==> src/rtl/demux8_seq.sv <==
// rtl/demux8_seq.sv - 8-slot TDM receive deserializer with atomic publish of all channels.
// Optional parity beat enabled by defining DEMUX8_PARITY_EN.
module demux8_seq #(
  parameter int WIDTH = 1
) (
  input  logic               clk,
  input  logic               rst,
  input  logic [WIDTH-1:0]   din,
  input  logic               din_valid,
  input  logic               sof,
  output logic [8*WIDTH-1:0] y,
  output logic               frame_done,
  output logic               parity_err,
  output logic               busy,
  output logic [3:0]         slot
);

  typedef enum logic {IDLE, FILL} state_t;

`ifdef DEMUX8_PARITY_EN
  localparam logic [3:0] LAST_SLOT = 4'd8;
`else
  localparam logic [3:0] LAST_SLOT = 4'd7;
`endif

  state_t               state_q, state_d;
  logic [3:0]           slot_q, slot_d;
  logic [8*WIDTH-1:0]   stage_q, stage_d;
  logic [8*WIDTH-1:0]   y_q, y_d;
  logic                 done_q, done_d;
  logic                 perr_q, perr_d;

  always_ff @(posedge clk) begin
    if (rst) begin
      state_q <= IDLE;
      slot_q  <= 4'd0;
      stage_q <= '0;
      y_q     <= '0;
      done_q  <= 1'b0;
      perr_q  <= 1'b0;
    end else begin
      state_q <= state_d;
      slot_q  <= slot_d;
      stage_q <= stage_d;
      y_q     <= y_d;
      done_q  <= done_d;
      perr_q  <= perr_d;
    end
  end

  always_comb begin
    state_d = state_q;
    slot_d  = slot_q;
    stage_d = stage_q;
    y_d     = y_q;
    done_d  = 1'b0;
    perr_d  = 1'b0;
    if (din_valid) begin
      // sof wins over completion, so an abort on the final beat never publishes
      if (sof) begin
        stage_d[WIDTH-1:0] = din;
        slot_d             = 4'd1;
        state_d            = FILL;
      end else if (state_q == FILL) begin
        if (slot_q == LAST_SLOT) begin
          state_d = IDLE;
          slot_d  = 4'd0;
`ifdef DEMUX8_PARITY_EN
          if ((^stage_q ^ din[0]) == 1'b0) begin
            y_d    = stage_q;
            done_d = 1'b1;
          end else begin
            perr_d = 1'b1;
          end
`else
          y_d    = {din, stage_q[7*WIDTH-1:0]};
          done_d = 1'b1;
`endif
        end else begin
          for (int k = 0; k < 8; k++) begin
            if (slot_q == 4'(k)) stage_d[k*WIDTH +: WIDTH] = din;
          end
          slot_d = slot_q + 4'd1;
        end
      end
    end
  end

  assign y          = y_q;
  assign frame_done = done_q;
  assign parity_err = perr_q;
  assign busy       = (state_q == FILL);
  assign slot       = slot_q;

endmodule

==> config.mk <==
export PLATFORM = sky130hd
export DESIGN_NAME = demux8_seq
export DESIGN_NICKNAME = d
export VERILOG_FILES = /design/src/rtl/demux8_seq.sv
export SDC_FILE = /design/constraint.sdc
export NUM_CORES = 1
export LEC_CHECK = 0
export CAP_MARGIN = 0
export CORE_MARGIN = 2
export CORE_UTILIZATION = 56
export CTS_BUF_LIST = sky130_fd_sc_hd__clkbuf_8
export CTS_CLUSTER_DIAMETER = 40
export DETAILED_ROUTE_END_ITERATION = 8
export PLACE_DENSITY = 0.85
export SETUP_SLACK_MARGIN = 0.1
export SLEW_MARGIN = 25
export SYNTH_ARGS = -nofsm -noshare
export SYNTH_HDL_FRONTEND = slang
export SYNTH_SLANG_ARGS = --single-unit
==> constraint.sdc <==
create_clock -name clk -period 4.1 [get_ports clk]
set_input_delay 0.41 -clock clk [delete_from_list [all_inputs] [get_ports clk]]
set_output_delay 0.41 -clock clk [all_outputs]
set_load 0.05 [all_outputs]
==> Word-level counts from Yosys, hierarchy flattened <==
Index checks and enable logic that the tools add are counted.
{ "word_totals": {"regBits": 21, "input_bits": 5, "out_inout_bits": 15, "wordCells": 48} }
{ "classes": {"addsub": 1, "eq_ne": 8, "mux": 11, "bitwise": 4, "reduce_logical": 13} }
{ "ops": {"columns": ["operator", "n"], "rows": [
  ["$reduce_and A5 Y1", 6],
  ["$eq A4 B3 Y1 const B", 4],
  ["$mux W4", 3],
  ["$eq A4 B2 Y1 const B", 2],
  ["$mux W1", 8],
  ["$reduce_and A4 Y1", 2],
  ["$add A4 B1 Y4 const B", 1],
  ["$eq A4 B1 Y1 const B", 1],
  ["$logic_not A4 Y1", 1],
  ["$not A1 Y1", 4],
  ["$reduce_bool A2 Y1", 2],
  ["$reduce_or A4 Y1", 1],
  ["$ne A2 B2 Y1 const B", 1],
  ["$reduce_and A2 Y1", 1]
]} }

==> Longest topological paths before layout <==
{ "depth": {"word_depth": 5, "depth_mapped": 6, "depth_no_buf": 5} }

==> Worst setup path before layout <==
Ideal clock, no wire load.
{ "synth_path": {"path_type": "register to register", "start": "register slot_q[1], in the netlist slot[1]", "end": "register y_q[0], in the netlist y[0]", "setup_ns": 0.070, "arrival_time_ns": 1.617, "required_time_ns": 4.030, "path_slack_ns": 2.412, "stages_incl_launch_ff": 6, "n_path_buf": 1, "synth_period_minus_slack_ns": 1.688, "path_cell_list": "dfxtp_1 > ha_1 > and3b_1 > clkbuf_1 > nand3_1 > a21oi_1"} }
{ "synth_between": {"elab_chain_len": 2} }
{ "synth_rtl": {"columns": ["item", "line_no", "source"], "rows": [
  ["start: declaration", "27", "logic [3:0] slot_q, slot_d;"],
  ["start signal: assignment", "43", "slot_q <= slot_d;"],
  ["$eq A4 B3 Y1", null, null],
  ["$reduce_and A4 Y1 (no line)", null, null],
  ["end signal: assignment", "45", "y_q <= y_d;"],
  ["end: declaration", "29", "logic [8*WIDTH-1:0] y_q, y_d;"]
]} }
Every way passes these cells.
A chain may end at the register's enable or synchronous reset.

==> Worst setup path in the final report <==
{ "layout_path": {"start": "register state_q, in the netlist busy", "end": "output port busy"} }
{ "layout_lines": {"columns": ["item", "line_no", "source"], "rows": [
  ["start: declaration", "26", "state_t state_q, state_d;"],
  ["start signal: assignment", "42", "state_q <= state_d;"],
  ["end: declaration", "14", "output logic busy,"]
]} }
No word-level cell between the ends.

==> flow_summary.ini <==
[floorplanning]
num_rows = 15
dieArea_sq_mm = 0.00214
die_x_microns = 46.2
top_level_ports = 20
die_h_microns = 46.2
start_util = 0.585
core_sq_mm = 0.00171

[worst_setup_path]
cp_slowest_cell = clkdlybuf4s50_1
critPathCaptureType = primary output
crit_end = busy
crit_family = buffers and inverters
critPathBufInv = 1
rr_endpoint = busy
startpoint_type = flop
worstSetupPathType = reg -> out
crit_arrival_ns = 1.64
r2r_start = slot[1]
rrSetupSlack_ns = 2.47
critPathMaxStageDelay_ns = 0.87
worstPathCellList = clkdlybuf4s50_1
cp.depth = 1
required_ns = 3.69
cp-startpoint = busy
reg2reg_depth = 4
cp_max_fo = 11

[synthesis]
syn_avg_cell_area_sq_um = 8.76
synth_top_area_cell = dfxtp_1
ys_seq_elements = 21
synth_area_leaders = dfxtp_1, nand3_1, mux2i_1
synth_area_sq_um = 998
synth.distinct_cells = 29
ys.warnings.count = 0
seq_area_frac_synth = 0.421
synth_top_area_frac = 0.421
synthCells = 114
syn_nets = 123

[sta]
setup_viol = 0
min_period_ns = 2.05
worst_pin_slew_ns = 0.689
timing.slew.headroom = 0.539
fin_skew_ns = 0.000882
final.setup.tns_ns = 0
hold_viol = 0
rsz0062_at_grt = false
fin_crit_sh = 0.500
report.final.slew_viol_count = 0
fmax_mhz = 488

[final_layout]
nFillCells = 136
layout_common_cells = dfxtp_1, clkdlybuf4s50_1, nand3_1, o21ai_0, a21oi_1
diodes = 0
area_growth_pct = 19.9
fin_nets = 136
fin_area_sq_mm = 0.00120
drive_above_1_share = 0.0556
mostFrequentLayoutCell = dfxtp_1

[routing]
drt_iter0_drc = 20
dr.pass1.iters = 4
wirelength_mm = 1.95
vias_per_cell = 5.56
ant_nets = 0
drt-wirelength-per-cell_microns = 12.9
drc_errors = 0
num_vias = 839

[clocking]
post_cts_buffers = 0
tritoncts = built
insertion_delay_ns = 0.25
clock_sinks = 21
root_buffer = clkbuf_8
ctsHoldBuffers = 0
clk_pin_slew_ns = 0.07
clock_path_buffers = 2
cts_buffers = 3
htreeDepth = 1
ctsResizeCount = 0

[grt]
grt_max_degree = 23
overflow = 0
track_usage = 0.200
grt_pass1_wl_mm = 3.09
grt_pass1_vias = 701
antenna_found_initial = 0

[power]
powerDensity_mw_per_mm2 = 314
power.leakage_uw = 0.000446
peakVddDrop_mv = 0.238

[placement]
portBuffers = 18
hpwl_mm = 1.38
gp_congestion = 0.737
dpl_cell_area_sq_mm = 0.00115

[run]
drv_cap = 0

[outcome]
outcome = finished clean

[hold_path]
worstHoldPathType = reg -> reg
==> synth_stat cells <==
| master | count |
|---|---|
| or3_1 | 1 |
| nand3_1 | 15 |
| o21ai_0 | 12 |
| a21oi_1 | 11 |
| a41o_2 | 1 |
| mux2i_1 | 7 |
| nor2_1 | 3 |
| a31oi_1 | 1 |
| buf_4 | 3 |
| buf_2 | 1 |
| a22oi_1 | 1 |
| a221oi_1 | 1 |
| nand2_1 | 3 |
| and3b_1 | 1 |
| clkbuf_2 | 1 |
| clkbuf_1 | 4 |
| conb_1 | 1 |
| dfxtp_1 | 21 |
| nand2b_1 | 8 |
| and3b_2 | 1 |
| nor4bb_1 | 1 |
| nor3b_1 | 1 |
| nand4_1 | 2 |
| inv_1 | 4 |
| ha_1 | 4 |
| o21ai_2 | 1 |
| buf_6 | 1 |
| nor3_1 | 1 |
| nand3b_1 | 2 |
==> worst min-delay path by stage <==
stage	cells past startpoint	end	from	slack [ns]
2_1_floorplan	2	y[0]	stage_q[0]	0.44
3_3_place_gp	2	y[6]	stage_q[6]	0.46
3_5_place_dp	2	y[5]	y[5]	0.47
4_1_cts	2	y[5]	y[5]	0.48
5_1_grt	2	y[4]	y[4]	0.49
6_report	2	y[2]	stage_q[2]	0.48
==> per-stage QoR <==
stage,hold slack [ns],total power [uW],instances,utilization,worst slack (ns)
after floorplan,0.444,240,114,-,2.41
after global placement,0.461,247,147,0.674,2.22
after detailed placement,0.472,248,147,0.674,2.20
after CTS,0.484,379,151,0.701,2.04
after global routing,0.493,392,151,0.701,1.97
final,0.476,376,151,0.701,2.05
==> cell type report <==
cell class,count,area [sq um],share of cell area
Clock buffer,3,41.3,0.0345
Clock inverter,1,5.00,0.00418
Inverter,4,15.0,0.0125
Multi-Input combinational cell,79,504,0.421
Sequential cell,21,420,0.351
Tap cell,25,31.3,0.0261
Timing Repair Buffer,18,180,0.150
==> sequential cells by signal (all words and copies together), names as in the netlist <==
signal	count
slot	4
frame_done	1
y	8
busy	1
stage_q	7
==> worst min-delay path: stages (launching register included) <==
cell and delay [ns]:
dfxtp_1 0.31, nand3_1 0.06, a21oi_1 0.05
==> where the power goes <==
part	switching, uW	total [uW]	leakage [uW]	internal (uW)
sequential	3.51	210	0.000170	206
combinational	21.2	33.9	0.000251	12.7
clock	65.0	133	0.0000255	67.6
total	89.7	376	0.000446	286
==> cell families after synthesis <==
kind of cell | Yosys count | synth area share
simple gates | 39 | 0.223
fa+ha+maj | 4 | 0.0501
mux | 7 | 0.0702
other cells | 1 | 0.00376
flops | 21 | 0.421
compound gates | 28 | 0.158
buf+inv | 14 | 0.0739
==> metal layers <==
metal | GRT usage | routed length, microns | vias up
li1 | - | - | 422
met1 | 0.271 | 888 | 393
met2 | 0.325 | 962 | 22
met3 | 0.0353 | 83 | 2
met4 | 0.0514 | 14 | 0
met5 | 0 | 0 | -
Power figures use the tool's default switching activity.
